### src/rtl/mem_port_arbiter.sv
// mem_port_arbiter: lets the instruction-fetch and data-access requesters of
// the core share one single-ported memory bus. Data requests win over fetch
// requests. Only one transaction is outstanding at a time. The winning
// requester gets a one-cycle valid pulse and its read data.
//
// Ports:
//   clk, rst                   clock (rising edge), asynchronous active-low reset
//   if_req/if_addr             fetch request in
//   if_rdata/if_valid          fetch response out
//   d_req/d_we/d_be/d_addr/d_wdata  data request in
//   d_rdata/d_valid            data response out
//   mem_req/mem_we/mem_be/mem_addr/mem_wdata  registered request to memory
//   mem_gnt/mem_rvalid/mem_rdata              memory handshake and response
//   busy                       FSM is not idle
//   bus_err                    sticky response-timeout flag (MEM_ARB_TIMEOUT_EN only)
//
// Optional feature: define MEM_ARB_TIMEOUT_EN to add the TIMEOUT parameter, a
// response watchdog and the bus_err port. Without it, RESP waits forever.
module mem_port_arbiter #(
  parameter int unsigned ADDR_W  = 32,
  parameter int unsigned DATA_W  = 32
`ifdef MEM_ARB_TIMEOUT_EN
  , parameter int unsigned TIMEOUT = 255
`endif
) (
  input  logic                  clk,
  input  logic                  rst,
  input  logic                  if_req,
  input  logic [ADDR_W-1:0]     if_addr,
  output logic [DATA_W-1:0]     if_rdata,
  output logic                  if_valid,
  input  logic                  d_req,
  input  logic                  d_we,
  input  logic [DATA_W/8-1:0]   d_be,
  input  logic [ADDR_W-1:0]     d_addr,
  input  logic [DATA_W-1:0]     d_wdata,
  output logic [DATA_W-1:0]     d_rdata,
  output logic                  d_valid,
  output logic                  mem_req,
  output logic                  mem_we,
  output logic [DATA_W/8-1:0]   mem_be,
  output logic [ADDR_W-1:0]     mem_addr,
  output logic [DATA_W-1:0]     mem_wdata,
  input  logic                  mem_gnt,
  input  logic                  mem_rvalid,
  input  logic [DATA_W-1:0]     mem_rdata,
`ifdef MEM_ARB_TIMEOUT_EN
  output logic                  bus_err,
`endif
  output logic                  busy
);

  localparam int unsigned BE_W = DATA_W / 8;

  typedef enum logic [1:0] {
    ST_IDLE = 2'd0,
    ST_REQ  = 2'd1,
    ST_RESP = 2'd2
  } state_e;

  typedef enum logic {
    OWN_FETCH = 1'b0,
    OWN_DATA  = 1'b1
  } owner_e;

  state_e              state_q, state_d;
  owner_e              owner_q, owner_d;
  logic                mem_req_q, mem_req_d;
  logic                mem_we_q, mem_we_d;
  logic [BE_W-1:0]     mem_be_q, mem_be_d;
  logic [ADDR_W-1:0]   mem_addr_q, mem_addr_d;
  logic [DATA_W-1:0]   mem_wdata_q, mem_wdata_d;
  logic [DATA_W-1:0]   if_rdata_q, if_rdata_d;
  logic [DATA_W-1:0]   d_rdata_q, d_rdata_d;
  logic                if_valid_q, if_valid_d;
  logic                d_valid_q, d_valid_d;
  logic                busy_q, busy_d;
  logic                d_elig, f_elig;

`ifdef MEM_ARB_TIMEOUT_EN
  localparam int unsigned CNT_W =
    ($clog2(TIMEOUT + 1) > 8) ? $clog2(TIMEOUT + 1) : 8;
  localparam logic [DATA_W-1:0] NOP_INSN = DATA_W'(32'h0000_0013);

  logic [CNT_W-1:0]    cnt_q, cnt_d;
  logic                bus_err_q, bus_err_d;
`endif

  // Next-state and registered-output logic
  always_comb begin
    state_d     = state_q;
    owner_d     = owner_q;
    mem_req_d   = mem_req_q;
    mem_we_d    = mem_we_q;
    mem_be_d    = mem_be_q;
    mem_addr_d  = mem_addr_q;
    mem_wdata_d = mem_wdata_q;
    if_rdata_d  = if_rdata_q;
    d_rdata_d   = d_rdata_q;
    if_valid_d  = 1'b0;
    d_valid_d   = 1'b0;
`ifdef MEM_ARB_TIMEOUT_EN
    cnt_d       = cnt_q;
    bus_err_d   = bus_err_q;
`endif
    // A requester whose valid is pulsing this cycle has already been served
    d_elig = d_req & ~d_valid_q;
    f_elig = if_req & ~if_valid_q;

    case (state_q)
      ST_IDLE: begin
        if (d_elig) begin
          owner_d     = OWN_DATA;
          mem_we_d    = d_we;
          mem_be_d    = d_be;
          mem_addr_d  = d_addr;
          mem_wdata_d = d_wdata;
          mem_req_d   = 1'b1;
          state_d     = ST_REQ;
        end else if (f_elig) begin
          owner_d     = OWN_FETCH;
          mem_we_d    = 1'b0;
          mem_be_d    = '1;
          mem_addr_d  = if_addr;
          mem_req_d   = 1'b1;
          state_d     = ST_REQ;
        end
      end

      ST_REQ: begin
        // A response arriving in the same cycle as the grant is ignored
        if (mem_gnt) begin
          mem_req_d = 1'b0;
          state_d   = ST_RESP;
`ifdef MEM_ARB_TIMEOUT_EN
          cnt_d     = '0;
`endif
        end
      end

      ST_RESP: begin
        if (mem_rvalid) begin
          state_d = ST_IDLE;
          if (owner_q == OWN_FETCH) begin
            if_valid_d = 1'b1;
            if_rdata_d = mem_rdata;
          end else begin
            d_valid_d = 1'b1;
            if (!mem_we_q) begin
              d_rdata_d = mem_rdata;
            end
          end
        end
`ifdef MEM_ARB_TIMEOUT_EN
        else if (cnt_q == CNT_W'(TIMEOUT - 1)) begin
          // Watchdog expiry: complete with a safe value and flag the error
          state_d   = ST_IDLE;
          bus_err_d = 1'b1;
          if (owner_q == OWN_FETCH) begin
            if_valid_d = 1'b1;
            if_rdata_d = NOP_INSN;
          end else begin
            d_valid_d = 1'b1;
            d_rdata_d = '0;
          end
        end else begin
          cnt_d = cnt_q + CNT_W'(1);
        end
`endif
      end

      default: begin
        state_d   = ST_IDLE;
        mem_req_d = 1'b0;
      end
    endcase

    busy_d = (state_d != ST_IDLE);
  end

  // State and output registers
  always_ff @(posedge clk or negedge rst) begin
    if (!rst) begin
      state_q     <= ST_IDLE;
      owner_q     <= OWN_FETCH;
      mem_req_q   <= 1'b0;
      mem_we_q    <= 1'b0;
      mem_be_q    <= '0;
      mem_addr_q  <= '0;
      mem_wdata_q <= '0;
      if_rdata_q  <= '0;
      d_rdata_q   <= '0;
      if_valid_q  <= 1'b0;
      d_valid_q   <= 1'b0;
      busy_q      <= 1'b0;
`ifdef MEM_ARB_TIMEOUT_EN
      cnt_q       <= '0;
      bus_err_q   <= 1'b0;
`endif
    end else begin
      state_q     <= state_d;
      owner_q     <= owner_d;
      mem_req_q   <= mem_req_d;
      mem_we_q    <= mem_we_d;
      mem_be_q    <= mem_be_d;
      mem_addr_q  <= mem_addr_d;
      mem_wdata_q <= mem_wdata_d;
      if_rdata_q  <= if_rdata_d;
      d_rdata_q   <= d_rdata_d;
      if_valid_q  <= if_valid_d;
      d_valid_q   <= d_valid_d;
      busy_q      <= busy_d;
`ifdef MEM_ARB_TIMEOUT_EN
      cnt_q       <= cnt_d;
      bus_err_q   <= bus_err_d;
`endif
    end
  end

  assign mem_req   = mem_req_q;
  assign mem_we    = mem_we_q;
  assign mem_be    = mem_be_q;
  assign mem_addr  = mem_addr_q;
  assign mem_wdata = mem_wdata_q;
  assign if_rdata  = if_rdata_q;
  assign d_rdata   = d_rdata_q;
  assign if_valid  = if_valid_q;
  assign d_valid   = d_valid_q;
  assign busy      = busy_q;
`ifdef MEM_ARB_TIMEOUT_EN
  assign bus_err   = bus_err_q;
`endif

endmodule

### config.mk
export PLATFORM = sky130hd
export DESIGN_NAME = mem_port_arbiter
export DESIGN_NICKNAME = d
export VERILOG_FILES = /design/src/rtl/mem_port_arbiter.sv
export SDC_FILE = /design/constraint.sdc
export NUM_CORES = 1
export LEC_CHECK = 0
export BUFFER_PORTS_ARGS = -buffer_cell sky130_fd_sc_hd__buf_4
export CAP_MARGIN = 0
export CORE_MARGIN = 2
export CORE_UTILIZATION = 39
export DETAILED_ROUTE_END_ITERATION = 8
export MAX_ROUTING_LAYER = met4
export PLACE_DENSITY = 0.67
export REMOVE_ABC_BUFFERS = 1
export SYNTH_ARGS = -nofsm -noshare
export SYNTH_HDL_FRONTEND = slang
export SYNTH_SLANG_ARGS = --single-unit
export TNS_END_PERCENT = 5
### constraint.sdc
create_clock -name clk -period 2.15 [get_ports clk]
set_input_delay 0.1075 -clock clk [delete_from_list [all_inputs] [get_ports clk]]
set_output_delay 0.1075 -clock clk [all_outputs]
set_load 0.05 [all_outputs]
### Yosys cells after proc, flatten, opt, wreduce, memory -nomap -nowiden

Index checks and enable logic that the tools add are counted.

| word-level totals | value |
|---|---|
| flip-flop bits (word level) | 140 |
| logic and storage cells | 53 |
| input port bits | 139 |
| output and inout bits | 137 |

| operators by class | value |
|---|---|
| equal/unequal tests | 4 |
| bitwise logic cells | 7 |
| mux-type cells | 22 |
| reduce and logical (&&, ||, !) cells | 8 |

Operators by type and width:

| cell | number |
|---|---|
| 32-bit 2-to-1 mux | 2 |
| 1-bit 2-to-1 mux | 12 |
| 2-bit 2-to-1 mux | 4 |
| 4-bit 2-to-1 mux | 2 |
| 2-bit case mux with 3 select lines | 1 |
| 3-bit AND reduction | 2 |
| 1-bit NOT | 5 |
| 2-bit AND reduction | 2 |
| 4-bit AND reduction | 1 |
| 2-bit nonzero test | 2 |
| 3-bit inequality test, second input constant | 1 |
| 1-bit case mux with 3 select lines | 1 |
| 1-bit bitwise AND | 2 |
| 2-bit by 1-bit == test with 1-bit output, second input constant | 1 |
| 2-bit == test, second input constant | 1 |
| 2-bit zero test | 1 |
| 2-bit inequality test, second input constant | 1 |

### Logic depth before layout (Yosys ltp)

| depth | value |
|---|---|
| depth after elaboration | 6 |
| mapped depth | 6 |
| mapped depth without buffers | 3 |

### Worst setup path after synthesis

Ideal clock, no wire load.

| timing | value |
|---|---|
| kind | register to register |
| from | register d_valid_q, in the netlist d_valid |
| to | register mem_addr_q[10], in the netlist mem_addr[10] |
| cell stages (with the launch flop) | 6 |
| path buffers | 2 |
| period minus slack after synthesis | 1.824 ns |
| setup time | 0.125 ns |
| data required time | 2.025 ns |
| setup slack | 0.326 ns |
| arrival time | 1.699 ns |
| cell sequence | dfrtp_1 nor2b_1 clkbuf_1 buf_2 mux2_2 mux2_2 |

| between the ends | value |
|---|---|
| cells in the longest elaborated chain, start to end | 4 |
| elaborated cells between the ends (all ways) | 5 |
| classes of those cells | mux (1); bitwise (2); reduce/logical (2) |

RTL lines:

| what | line | text |
|---|---|---|
| start, declared | 76 | `logic d_valid_q, d_valid_d;` |
| start signal, assigned | 211 | `d_valid_q <= d_valid_d;` |
| 1-bit NOT (*) | 107 | `d_elig = d_req & ~d_valid_q;` |
| 1-bit bitwise AND (*) | 107 |  |
| 2-bit nonzero test (no line) | n/a |  |
| 2-bit AND reduction (no line) | n/a |  |
| end signal, assigned | 206 | `mem_addr_q <= mem_addr_d;` |
| end, declared | 71 | `logic [ADDR_W-1:0] mem_addr_q, mem_addr_d;` |

Mark *: on every way between the ends. The rest lies on a longest branch, timed or not.
A chain may end at the register's enable or synchronous reset.

### Worst setup path in the final report

| timing | value |
|---|---|
| from | register d_valid_q, in the netlist d_valid |
| to | register mem_addr_q[18], in the netlist mem_addr[18] |

Same word-level chain as after synthesis.

==> metrics.yaml <==
status: "finished, final reports clean"
routed_wl_mm: 15.3
hold_ws_ns: 0.0595
synth_edf_count: 0
post_cts_resized: 0
synth_top_area_share_pct: 60.7
vias_per_cell: 4.67
report.final.slew_viol_count: 0
drv_cap: 0
r2r-end: "mem_addr[18]"
place_worst_setup_slack_ns: 0.452
worst_pin_slew_ns: 0.423
post-place-cells: 797
final_util_pct: 64.9
antenna_found_initial: 1
cp.required_ns: 2.44
critPathLaunchType: "register"
grt_first_pass_wirelength_mm: 24.7
cts_tree: "yes"
finalCriticalPeriod_ns: 1.71
timing.slew.headroom_pct: 71.8
yosysSeqAreaShare_pct: 60.7
finalHoldViolCount: 0
syn-cell-area_um2: 5770
core-area_um2: 14500
finalSetupViolCount: 0
cts_htree_levels: 4
fin_skew_ns: 0.00849
grt.total_usage_pct: 20.6
grt_max_degree: 47
drc: 0
syn_avg_cell_area_um2: 16.6
rows: 44
cts.sinks: 140
grt_overflow_total: 0
cellLeakagePower_uw: 0.00447
die_h_um: 126
cts_root_buffer: "clkbuf_16"
cts_buffers: 17
syn_to_final_growth_pct: 62.8
placement.io_buffers: 275
clock_latency_ns: 0.41
yosys_warnings: 0
period_share_pct: 79.4
wl_per_cell_um: 17.0
fp.dieW_um: 126
drt_iter0_markers: 123
clk_pin_slew_worst_paths_ns: 0.06
clock_path_buffers: 2
start_util_pct: 39.9
io_pins: 276
ys_top_cells_by_area: "dfrtp_1 (61%), mux2_2 (25%), mux2_4 (7.8%)"
end_kind: "register"
final_cells: 902
synth_most_common_cell: "dfrtp_1"
grt_pass1_vias: 4762
die-area_um2: 15800
num_vias: 4208
crit_type: "register to register"
hold_depth: 3
cp_max_fo: 39
power_density_nw_per_um2: 1820
reg2reg_setup_slack_ns: 0.44
layout.area.seq_um2: 3500
hpwl_mm: 10.7
critical_path_arrival_ns: 2.00
min_to: "mem_addr[12]"
multiInputGateArea_um2: 2110
reg2reg_from: "d_valid"
hp-class: "input port to register"
fill_cells: 1083
fmax_mhz: 586
rsz0062_at_grt: "no"
place_congestion: 0.836
first_pass_iters: 4
cts_setup_buffers: 0
yosysUniqueCellTypes: 26
setup_tns_ns: 0
synth_common_cells: "dfrtp_1 (140), mux2_2 (130), mux2_4 (30)"
synth.largest_area_cell: "dfrtp_1"
syn_inst: 347
layout.nets: 843
detail-route-antenna-nets: 0
ys.flop_type: "dfrtp_1"
ys_ff_latch: 140
fin_ws_ns: 0.443
drive_gt1_share_pct: 67.5
hold_start: "if_addr[12]"
rr_worst_depth: 4
ir_drop_mv: 1.32
async_reset_ff_share_pct: 100
==> stage by stage <==
step / total power (uW) / cell area (um^2)
floorplan: 11000 / 5610
global placement: 14000 / 8070
detailed placement: 14100 / 8070
CTS: 17200 / 9390
global route: 17800 / 9390
finish: 17100 / 9390
==> power by group <==
group	internal, uW	total [uW]	switching (uW)
logic	3430	9480	6050
clock network	1820	2940	1120
registers	3940	4670	732
==> routing by layer <==
layer  track usage [%]  wire length, um  vias up
met5                 -                0        -
met4              8.50              346        0
met3              6.12             1160       25
met2              34.2             7850      187
met1              23.5             5990     2041
li1                  -                -     1955
==> cell type report <==
cell class / count / share of cell area, %
Tap cell: 184 / 2.45
Multi-Input combinational cell: 184 / 22.5
Clock buffer: 17 / 4.53
Clock inverter: 15 / 1.84
Antenna cell: 1 / 0.0266
Inverter: 2 / 0.0799
Timing Repair Buffer: 359 / 31.3
Sequential cell: 140 / 37.3
==> flip-flops by register name (all words and copies together) (netlist names), 2 cells and up <==
register   count
d_rdata       32
if_rdata      32
mem_addr      32
mem_be         4
mem_wdata     32
state_q        2
==> worst max-delay path: stages (launching register included) <==
cell and delay [ns]:
dfrtp_1 0.40, nand2b_1 0.24, a211oi_4 0.30, buf_12 0.26
mux2_2 0.36
==> worst max-delay path by stage <==
| stage | startpoint | end | slack (ns) | depth (start not counted) |
|---|---|---|---|---|
| 2_1_floorplan | d_valid | mem_addr[0] | -0.82 | 3 |
| 3_3_place_gp | d_valid | mem_addr[30] | 0.50 | 4 |
| 3_5_place_dp | d_valid | mem_addr[6] | 0.45 | 4 |
| 4_1_cts | d_valid | mem_addr[6] | 0.43 | 4 |
| 5_1_grt | d_valid | mem_addr[23] | 0.35 | 4 |
| 6_report | d_valid | mem_addr[18] | 0.44 | 4 |
==> logic make-up after synthesis <==
logic type	after synthesis	synth area share (%)
simple gates	13	1.58
mux	160	33.2
compound gates	11	1.54
flops	140	60.7
buf+inv	23	2.99
==> layout by cell type (no fill, tap or decap), drive strengths merged <==
master,n
and4bb,1
nor2,1
o21bai,1
nand2,2
clkbuf,17
nand2b,3
and2,1
nor2b,1
o21ai,2
o31ai,1
nand3b,1
inv,3
a21o,1
a211oi,1
diode,1
clkinvlp,3
dfrtp,140
clkinv,8
or3,1
and4b,1
dlygate4sd3,72
buf,287
o22a,4
nor3,1
o2bb2ai,1
bufinv,3
mux2,160
==> repair_timing <==
item | 4_1_cts | 5_1_grt
endpoints found under the setup margin | 0 | 0
hold endpoints to repair | 175 | 0
hold buffers | 72 | 0
Power figures use the tool's default switching activity.
